[src/rtl/pattern_sequencer_pkg.sv]
// Shared definitions for the test-pattern sequencer: pattern IDs, display
// mode encoding, frame-counter width and the hold-count helper.
package pattern_sequencer_pkg;

    // Frame-counter and hold-register width.
    localparam int unsigned CNT_W = 8;

    // Beam position width, as produced by hvsync_generator.
    localparam int unsigned POS_W = 9;

    // Pattern identifiers.
    localparam logic [1:0] PAT_BARS  = 2'd0;
    localparam logic [1:0] PAT_CHECK = 2'd1;
    localparam logic [1:0] PAT_WHITE = 2'd2;
    localparam logic [1:0] PAT_RAMP  = 2'd3;

    // Display mode. A pending configuration is tracked by a separate flag,
    // so it can coexist with either mode.
    typedef enum logic {
        MODE_MANUAL = 1'b0,
        MODE_AUTO   = 1'b1
    } mode_t;

    // A hold of zero frames behaves like a hold of one frame.
    function automatic logic [CNT_W-1:0] hold_eff(input logic [CNT_W-1:0] hold);
        return (hold == '0) ? CNT_W'(1) : hold;
    endfunction

endpackage

[src/rtl/pattern_gen.sv]
// Combinational pixel generator: maps beam position and pattern ID to a
// raw {r,g,b} value. No registers live here.
import pattern_sequencer_pkg::*;

module pattern_gen (
    input  logic [POS_W-1:0] hpos,
    input  logic [POS_W-1:0] vpos,
    input  logic [1:0]       pattern_id,
    output logic [2:0]       rgb
);

    // Position bits that no pattern looks at.
    logic unused_pos_bits;
    assign unused_pos_bits = ^{hpos[8], hpos[3:0], vpos[8:5], vpos[3:0]};

    // Select the pixel for the current pattern.
    always_comb begin
        rgb = '0;
        case (pattern_id)
            PAT_BARS:  rgb = {~hpos[6], ~hpos[7], ~hpos[5]};
            PAT_CHECK: rgb = {3{hpos[4] ^ vpos[4]}};
            PAT_WHITE: rgb = '1;
            PAT_RAMP:  rgb = hpos[7:5];
            default:   rgb = '0;
        endcase
    end

endmodule

[src/rtl/pattern_sequencer.sv]
// Test-pattern sequencer: holds the active pattern, accepts configuration
// requests into shadow registers, applies them at the next frame boundary,
// auto-cycles patterns in auto mode and registers the gated pixel output.
import pattern_sequencer_pkg::*;

module pattern_sequencer (
    input  logic             clk,
    input  logic             reset,
    input  logic             vsync,
    input  logic             display_on,
    input  logic [POS_W-1:0] hpos,
    input  logic [POS_W-1:0] vpos,
    input  logic             cfg_valid,
    output logic             cfg_ready,
    input  logic             cfg_auto,
    input  logic [1:0]       cfg_pattern,
    input  logic [CNT_W-1:0] cfg_hold,
    output logic [2:0]       rgb,
    output logic [1:0]       pattern_id,
    output logic             frame_start
);

    // Frame-edge detection.
    logic             vsync_q;

    // Active configuration.
    mode_t            mode_q,     mode_d;
    logic [1:0]       pattern_q,  pattern_d;
    logic [CNT_W-1:0] hold_q,     hold_d;
    logic [CNT_W-1:0] cnt_q,      cnt_d;

    // Shadow configuration waiting for the next frame boundary.
    logic             pending_q,  pending_d;
    logic             sh_auto_q,  sh_auto_d;
    logic [1:0]       sh_pat_q,   sh_pat_d;
    logic [CNT_W-1:0] sh_hold_q,  sh_hold_d;

    // Pixel path.
    logic [2:0]       rgb_raw;
    logic [2:0]       rgb_q,      rgb_d;

    logic             accept;
    logic             apply;

    // Rising edge of vsync marks the start of a frame.
    assign frame_start = vsync & ~vsync_q;

    assign cfg_ready   = ~pending_q;
    assign pattern_id  = pattern_q;
    assign rgb         = rgb_q;

    // A request is taken only when the shadow slot is empty; requests
    // arriving while a configuration is pending are dropped.
    assign accept = cfg_valid & ~pending_q;

    // pending_q is registered, so an accept that coincides with
    // frame_start cannot be applied until the following frame edge.
    assign apply  = frame_start & pending_q;

    pattern_gen u_pattern_gen (
        .hpos       (hpos),
        .vpos       (vpos),
        .pattern_id (pattern_q),
        .rgb        (rgb_raw)
    );

    // Next-state logic for mode, pattern, counters and shadow registers.
    always_comb begin
        mode_d    = mode_q;
        pattern_d = pattern_q;
        hold_d    = hold_q;
        cnt_d     = cnt_q;
        pending_d = pending_q;
        sh_auto_d = sh_auto_q;
        sh_pat_d  = sh_pat_q;
        sh_hold_d = sh_hold_q;

        if (accept) begin
            pending_d = 1'b1;
            sh_auto_d = cfg_auto;
            sh_pat_d  = cfg_pattern;
            sh_hold_d = cfg_hold;
        end

        // Applying a configuration takes priority over an auto-advance
        // falling due in the same frame_start cycle.
        if (apply) begin
            pending_d = 1'b0;
            mode_d    = sh_auto_q ? MODE_AUTO : MODE_MANUAL;
            hold_d    = sh_hold_q;
            pattern_d = sh_auto_q ? PAT_BARS : sh_pat_q;
            cnt_d     = '0;
        end else if (frame_start && (mode_q == MODE_AUTO)) begin
            if (cnt_q >= (hold_eff(hold_q) - CNT_W'(1))) begin
                pattern_d = pattern_q + 2'd1;
                cnt_d     = '0;
            end else begin
                cnt_d     = cnt_q + CNT_W'(1);
            end
        end
    end

    // Pixel output is blanked outside the visible region.
    always_comb begin
        rgb_d = '0;
        if (display_on) begin
            rgb_d = rgb_raw;
        end
    end

    // State and configuration registers.
    always_ff @(posedge clk or posedge reset) begin
        if (reset) begin
            vsync_q   <= 1'b0;
            mode_q    <= MODE_MANUAL;
            pattern_q <= PAT_BARS;
            hold_q    <= CNT_W'(1);
            cnt_q     <= '0;
            pending_q <= 1'b0;
            sh_auto_q <= 1'b0;
            sh_pat_q  <= PAT_BARS;
            sh_hold_q <= CNT_W'(1);
        end else begin
            vsync_q   <= vsync;
            mode_q    <= mode_d;
            pattern_q <= pattern_d;
            hold_q    <= hold_d;
            cnt_q     <= cnt_d;
            pending_q <= pending_d;
            sh_auto_q <= sh_auto_d;
            sh_pat_q  <= sh_pat_d;
            sh_hold_q <= sh_hold_d;
        end
    end

    // Registered pixel output.
    always_ff @(posedge clk or posedge reset) begin
        if (reset) begin
            rgb_q <= '0;
        end else begin
            rgb_q <= rgb_d;
        end
    end

endmodule

[config.mk]
export PLATFORM = sky130hd
export DESIGN_NAME = pattern_sequencer
export DESIGN_NICKNAME = d
export VERILOG_FILES = /design/src/rtl/pattern_sequencer_pkg.sv /design/src/rtl/pattern_gen.sv /design/src/rtl/pattern_sequencer.sv
export SDC_FILE = /design/constraint.sdc
export NUM_CORES = 1
export LEC_CHECK = 0
export CAP_MARGIN = 15
export CELL_PAD_IN_SITES_DETAIL_PLACEMENT = 2
export CELL_PAD_IN_SITES_GLOBAL_PLACEMENT = 2
export CORE_AREA = 2 2 63 95
export CTS_CLUSTER_DIAMETER = 50
export CTS_CLUSTER_SIZE = 24
export DETAILED_ROUTE_END_ITERATION = 10
export DIE_AREA = 0 0 65 97
export GPL_ROUTABILITY_DRIVEN = 0
export PLACE_DENSITY = 0.82
export SLEW_MARGIN = 25
export SYNTH_ARGS = -nofsm -noshare
export SYNTH_HDL_FRONTEND = slang
export SYNTH_HIERARCHICAL = 1
export SYNTH_SLANG_ARGS = --single-unit
export TNS_END_PERCENT = 20
[constraint.sdc]
create_clock -name clk -period 5.2 [get_ports clk]
set_clock_uncertainty 0.15 [all_clocks]
set_input_delay 1.04 -clock clk [delete_from_list [all_inputs] [get_ports clk]]
set_output_delay 1.04 -clock clk [all_outputs]
set_load 0.02 [all_outputs]
==> run_results.csv, run 1 <==
group,metric,value,unit
sta,fin_crit_sh,69.8,%
critical_path,cpPeakStageDelay,0.62,ns
drt,firstDrtPassIters,4,
pwr,p_per_area,482,mW/mm²
cts,clkTransAtPathRegs,0.07,ns
floorplan,num_io_pins,41,
grt,grt_util_met2,26.2,%
synthesis,ys_types,38,
cts,cts_num_sinks,35,
cts,clock-root-buffer,"clkbuf_8",
floorplan,initial_core_util,33.8,%
cts,cts_tree,"done",
drt,wl_per_cell,15.1,µm
final_layout,diodes,0,
final_layout,final_area,0.00227,mm²
critical_path,crit_top_cell,"clkdlybuf4s50_1",
synthesis,async_reset_ff_share,100,%
grt,busiest_layer,"met2",
synthesis,syn_inst,170,
synthesis,synth_enable_flop_cells,0,
synthesis,ys_warn_count,6,
cts,htree_levels,2,
grt,grt_use_met3,3.14,%
flow_run,cap_violations,0,
synthesis,synthesis.area,0.00183,mm²
grt,overflow,0,
critical_path,arrival,2.44,ns
floorplan,die-area,0.00631,mm²
placed_design,place_inst,264,
final_layout,final_nets,245,
cts,ctsResizeCount,0,
worst_hold_path,hold_start,"sh_hold_q[7]$_DFFE_PP0P_",
grt,antenna_found_initial,0,
critical_path,worst_setup_path_start_kind,"primary input",
sta,relSlewSlack,56.3,%
synthesis,ys_seq_area_share,48.0,%
worst_hold_path,min_path_cells,1,
drt,drc,0,
placed_design,place.port_buffers,27,
critical_path,reg2reg_depth,11,
drt,wl,4.10,mm
critical_path,r2r_start,"hold_q[2]$_DFFE_PP0P_",
cts,cts_made_buffers,5,
critical_path,crit_chain,"clkdlybuf4s50_1 > nand2b_1 > inv_1 > clkdlybuf4s50_1",
critical_path,crit_buf_inv,3,
placed_design,postPlaceCellArea,0.00217,mm²
grt,use_met1,17.2,%
cts,post-cts-setup-buffers,0,
worst_hold_path,worstHoldEndpoint,"sh_hold_q[7]$_DFFE_PP0P_",
critical_path,crit_family,"buffers and inverters",
sta,finalCriticalPeriod,3.63,ns
sta,tns,0,ns
pwr,total_power,0.00109,W
grt,track_usage,15.0,%
grt,first_global_vias,1504,
critical_path,path_class,"in2out",
critical_path,cp.required,4.01,ns
sta,max_freq,0.275,GHz
critical_path,crit_slowest_cell,"clkdlybuf4s50_1",
sta,rsz0062_at_grt,"no",
grt,grt_max_degree,36,
floorplan,design.core.area,0.00541,mm²
sta,hold_violations,0,
status,status,"finished clean",
floorplan,die_w,65,µm
grt,grt_pass1_wl,7.25,mm
sta,slew_violations,0,
critical_path,reg2reg_to,"pattern_id[1]$_DFFE_PP0P_",
cts,clk_latency,0.29,ns
floorplan,die_h,97,µm
pwr,worst_ir_drop_vdd,0.250,mV
drt,drt_iter0_markers,33,
final_layout,utilization,41.9,%
final_layout,areaGrowthSynthToFinish,23.9,%
pwr,leakage,0.976,nW
final_layout,fillers,597,
placed_design,hpwl,3.18,mm
final_layout,fin_cells,272,
critical_path,cp_max_fo,3,
synthesis,ys.flop_type,"dfrtp_1",
floorplan,placementRows,33,
synthesis,syn_nets,214,
final_layout,layout-drive-gt1-share,16.3,%
drt,ant_nets,0,
sta,tightest_slew,0.651,ns
cts,cts_hold_buf,0,
drt,vias,1390,
synthesis,ys_seq_elements,35,
synthesis,syn_area_per_cell,10.8,µm²
cts,clock_path_buffers,2,
sta,setup_violations,0,
critical_path,critPathCaptureType,"primary output",
critical_path,reg2reg_slack,1.72,ns
drt,vias_per_cell,5.11,
worst_hold_path,min_path_type,"reg2reg",
## cells in the mapped netlist, types with 2 or more instances
master / instances / area, µm²
dfrtp_1: 33 / 826
mux2_2: 17 / 191
nor3_1: 2 / 10.0
clkbuf_1: 2 / 7.51
and2_1: 4 / 25.0
ha_1: 10 / 125
nand3_1: 6 / 30.0
a21oi_1: 9 / 45.0
dfstp_2: 2 / 52.6
nand2_1: 15 / 56.3
xor2_1: 6 / 52.6
nor2_1: 15 / 56.3
nand3b_1: 2 / 15.0
a22o_1: 2 / 17.5
nor4_1: 2 / 12.5
buf_6: 2 / 22.5
o21a_1: 2 / 15.0
nand2b_1: 2 / 12.5
xnor2_1: 2 / 17.5
nand4_1: 4 / 25.0
inv_1: 8 / 30.0
o21ai_0: 7 / 35.0
## worst register-to-register path: cells and delay by family (launching register included)
kind | cells | cell delay [ns]
fa+ha+maj | 2 | 0.53
xor+xnor | 1 | 0.15
simple gates | 4 | 1.20
flops | 1 | 0.43
compound gates | 4 | 0.91
## layout make-up
cell class | count | area [µm²] | area share, %
Tap cell | 70 | 87.6 | 3.86
Timing Repair Buffer | 28 | 278 | 12.2
Inverter | 8 | 30.0 | 1.32
Multi-Input combinational cell | 123 | 895 | 39.4
Sequential cell | 35 | 878 | 38.7
Clock buffer | 8 | 100 | 4.41
## routing by layer
| layer | routed length (µm) | vias to the layer above |
|---|---|---|
| met5 | 0 | - |
| met2 | 2280 | 18 |
| li1 | - | 661 |
| met1 | 1640 | 702 |
| met4 | 99 | 0 |
| met3 | 82 | 9 |
## worst max-delay path by stage
| stage | from | end | slack (ns) | depth (start not counted) |
|---|---|---|---|---|
| after floorplan | hold_q[2]$_DFFE_PP0P_ | pattern_id[1]$_DFFE_PP0P_ | 2.15 | 12 |
| after global routing | hold_q[2]$_DFFE_PP0P_ | pattern_id[0]$_DFFE_PP0P_ | 1.40 | 11 |
| final | vsync | frame_start | 1.57 | 4 |
| after detailed placement | vsync | frame_start | 1.56 | 4 |
| after CTS | vsync | frame_start | 1.56 | 4 |
| after global placement | vsync | frame_start | 1.58 | 4 |
## per-stage QoR
step	setup WS (ns)	hold slack (ns)
after detailed placement	1.56	0.348
after floorplan	2.15	0.322
after global routing	1.40	0.380
after CTS	1.56	0.364
final	1.57	0.357
after global placement	1.58	0.334
## where the power goes
group          total, W  switching (W)  internal (W)
logic          0.000408       0.000200      0.000208
clock network  0.000219      0.0000979      0.000121
registers      0.000466       0.000103      0.000364
## sequential cells by signal, summed over array words and instances (netlist names)
signal	cells
cnt_q	8
hold_q	8
sh_hold_q	8
rgb	3
pattern_id	2
sh_pat_q	2
mode_q	1
pending_q	1
sh_auto_q	1
vsync_q	1
## layout by cell type, fill, tap and decap left out, drive strengths merged, types with 2 or more instances in the layout
master	n
inv	8
o21ai	8
nand2b	2
a21oi	9
a22o	2
nand3	6
nor4	2
o21a	2
nor3b	2
nand3b	3
and2	4
dfstp	2
nand2	15
clkbuf	8
nor3	3
xnor2	2
dfrtp	33
xor2	6
nor2	16
clkdlybuf4s50	27
ha	10
mux2	18
nand4	4
## logic make-up (layout without fill, tap and decap cells)
family	after synthesis	after routing	share of synthesized area, %
simple gates	60	60	17.4
flops	35	35	48.0
compound gates	27	27	9.64
mux	18	18	11.1
buf+inv	12	44	3.28
fa+ha+maj	10	10	6.84
xor+xnor	8	8	3.83
(Power assumes the default switching activity.)
==> inputs of run 2 (changes only) <==
Settings changed: CORE_AREA 2 2 63 95 to 2 2 66 100, DIE_AREA 0 0 65 97 to 0 0 68 102, PLACE_DENSITY 0.82 to 0.75.
Clock period 5.2 ns to 3.7 ns, I/O delays scaled along.
==> run_results.csv, run 2 (synthesis gave the netlist of run 1 again) <==
group,metric,value,unit
floorplan,die_w,68,µm
pwr,p_seq_share,43.0,%
cts,cts_hold_buf,0,
sta,rsz0062_at_grt,"no",
drt,vias,1391,
cts,clk_latency,0.30,ns
cts,clock-root-buffer,"clkbuf_8",
worst_hold_path,hold_start,"sh_hold_q[5]$_DFFE_PP0P_",
floorplan,die_h,102,µm
critical_path,path_class,"reg2reg",
final_layout,multi_input_area,900,µm²
grt,grt_pass1_wl,7.38,mm
drt,wl_per_cell,15.2,µm
final_layout,fillers,675,
cts,post-cts-setup-buffers,0,
final_layout,diodes,0,
final_layout,regArea,878,µm²
critical_path,critPathLaunch,"hold_q[2]$_DFFE_PP0P_",
drt,drc,0,
critical_path,cp_max_fo,9,
flow_run,cap_violations,0,
placed_design,place.port_buffers,27,
cts,clkTransAtPathRegs,0.07,ns
critical_path,critPathCaptureType,"flip-flop",
cts,ctsResizeCount,0,
floorplan,die-area,0.00694,mm²
drt,vias_per_cell,5.02,
critical_path,crit_slowest_cell,"o41a_2",
sta,relSlewSlack,53.8,%
final_layout,layout-drive-gt1-share,17.7,%
grt,antenna_found_initial,0,
sta,tns,0,ns
cts,cts_tree,"done",
final_layout,final_common_cell,"dfrtp_1",
final_layout,final_nets,246,
sta,slew_violations,0,
grt,track_usage,14.5,%
pwr,p_sw_share,38.3,%
floorplan,num_io_pins,41,
final_layout,mostFrequentLayoutCells,"dfrtp_1, clkdlybuf4s50_1, mux2_2",
critical_path,arrival,3.42,ns
critical_path,worst_setup_path_start_kind,"flip-flop",
grt,overflow,0,
drt,firstDrtPassIters,4,
pwr,leakage,0.970,nW
sta,tightest_slew,0.693,ns
status,status,"finished clean",
critical_path,reg2reg_depth,11,
pwr,net-switching-power,0.000584,W
cts,clock_path_buffers,2,
drt,drt_iter0_markers,20,
critical_path,endpoint,"pattern_id[0]$_DFFE_PP0P_",
worst_hold_path,min_path_type,"reg2reg",
cts,htree_levels,2,
critical_path,crit_chain,"nor4_2 > and2_1 > a21oi_1 > ha_1 > xnor2_1 > ha_1 > o21a_1 > nor2_1 > o41a_2 > nor2_2 > mux2_1",
final_layout,utilization,37.6,%
critical_path,r2r_start,"hold_q[2]$_DFFE_PP0P_",
floorplan,placementRows,35,
critical_path,cpPeakStageDelay,0.55,ns
grt,first_global_vias,1552,
critical_path,cp.required,3.73,ns
pwr,clkPwrFrac,18.5,%
critical_path,crit_top_cell,"ha_1",
pwr,total_power,0.00152,W
placed_design,hpwl,3.27,mm
drt,ant_nets,0,
floorplan,design.core.area,0.00604,mm²
pwr,worst_ir_drop_vdd,0.249,mV
cts,cts_made_buffers,5,
sta,max_freq,0.295,GHz
critical_path,reg2reg_slack,0.31,ns
drt,wl,4.20,mm
sta,fin_crit_sh,91.5,%
sta,finalCriticalPeriod,3.39,ns
sta,hold_violations,0,
cts,cts_num_sinks,35,
pwr,pwr-share-comb,38.5,%
final_layout,reg.largest.list,"cnt_q: 8 flops, hold_q: 8 flops, sh_hold_q: 8 flops",
grt,grt_max_degree,20,
critical_path,reg2reg_to,"pattern_id[0]$_DFFE_PP0P_",
floorplan,initial_core_util,30.3,%
pwr,p_int,0.000941,W
sta,setup_violations,0,
pwr,p_per_area,670,mW/mm²
final_layout,areaGrowthSynthToFinish,24.3,%
## run 2: per-layer routing
layer / vias to the layer above / global-route usage [%] / part of all wire [%]
met1: 715 / 15.5 / 37
met4: 0 / 6.92 / 2.3
met3: 7 / 2.31 / 1.7
li1: 656 / - / -
met2: 13 / 26.7 / 59
met5: - / 0 / 0
## run 2: final cells by class
type | instances | share of cell area, %
clock inverter | 3 | 0.880
tap | 74 | 4.07
sequential | 35 | 38.6
clock buffer | 5 | 3.03
inverter | 8 | 1.32
multi-input combinational | 123 | 39.5
timing repair buffer | 29 | 12.5
## run 2: metrics by stage
step | area [µm²] | setup slack (ns) | hold WS, ns | cells
finish | 2270 | 0.314 | 0.354 | 277
global route | 2270 | 0.0792 | 0.380 | 277
CTS | 2270 | 0.0637 | 0.362 | 277
detailed placement | 2180 | 0.0661 | 0.344 | 269
global placement | 2180 | 0.229 | 0.337 | 269
floorplan | 1830 | 0.649 | 0.322 | 170
## run 2: power groups by stage
stage / clock network (W) / logic [W] / registers (W)
after detailed placement: 0 / 0.000593 / 0.000663
after global placement: 0 / 0.000558 / 0.000656
after floorplan: 0 / 0.000407 / 0.000641
after global routing: 0.000306 / 0.000677 / 0.000685
final: 0.000282 / 0.000587 / 0.000655
after CTS: 0.000295 / 0.000599 / 0.000655
## run 2: worst min-delay path by stage
stage | cells after the start | end
floorplan | 2 | mode_q$_DFFE_PP0P_
global placement | 1 | sh_hold_q[5]$_DFFE_PP0P_
detailed placement | 1 | sh_hold_q[5]$_DFFE_PP0P_
CTS | 1 | sh_hold_q[7]$_DFFE_PP0P_
global route | 1 | sh_hold_q[7]$_DFFE_PP0P_
finish | 1 | sh_hold_q[5]$_DFFE_PP0P_
## run 2: critical path: cells and delay by family (launching register included)
kind | cells | cell delay [ns]
AO/OA/AOI/OAI | 3 | 0.77
XOR/XNOR | 1 | 0.15
adder cells (fa/ha/maj) | 2 | 0.53
flip-flops | 1 | 0.45
multiplexers | 1 | 0.35
AND/OR/NAND/NOR | 4 | 0.87
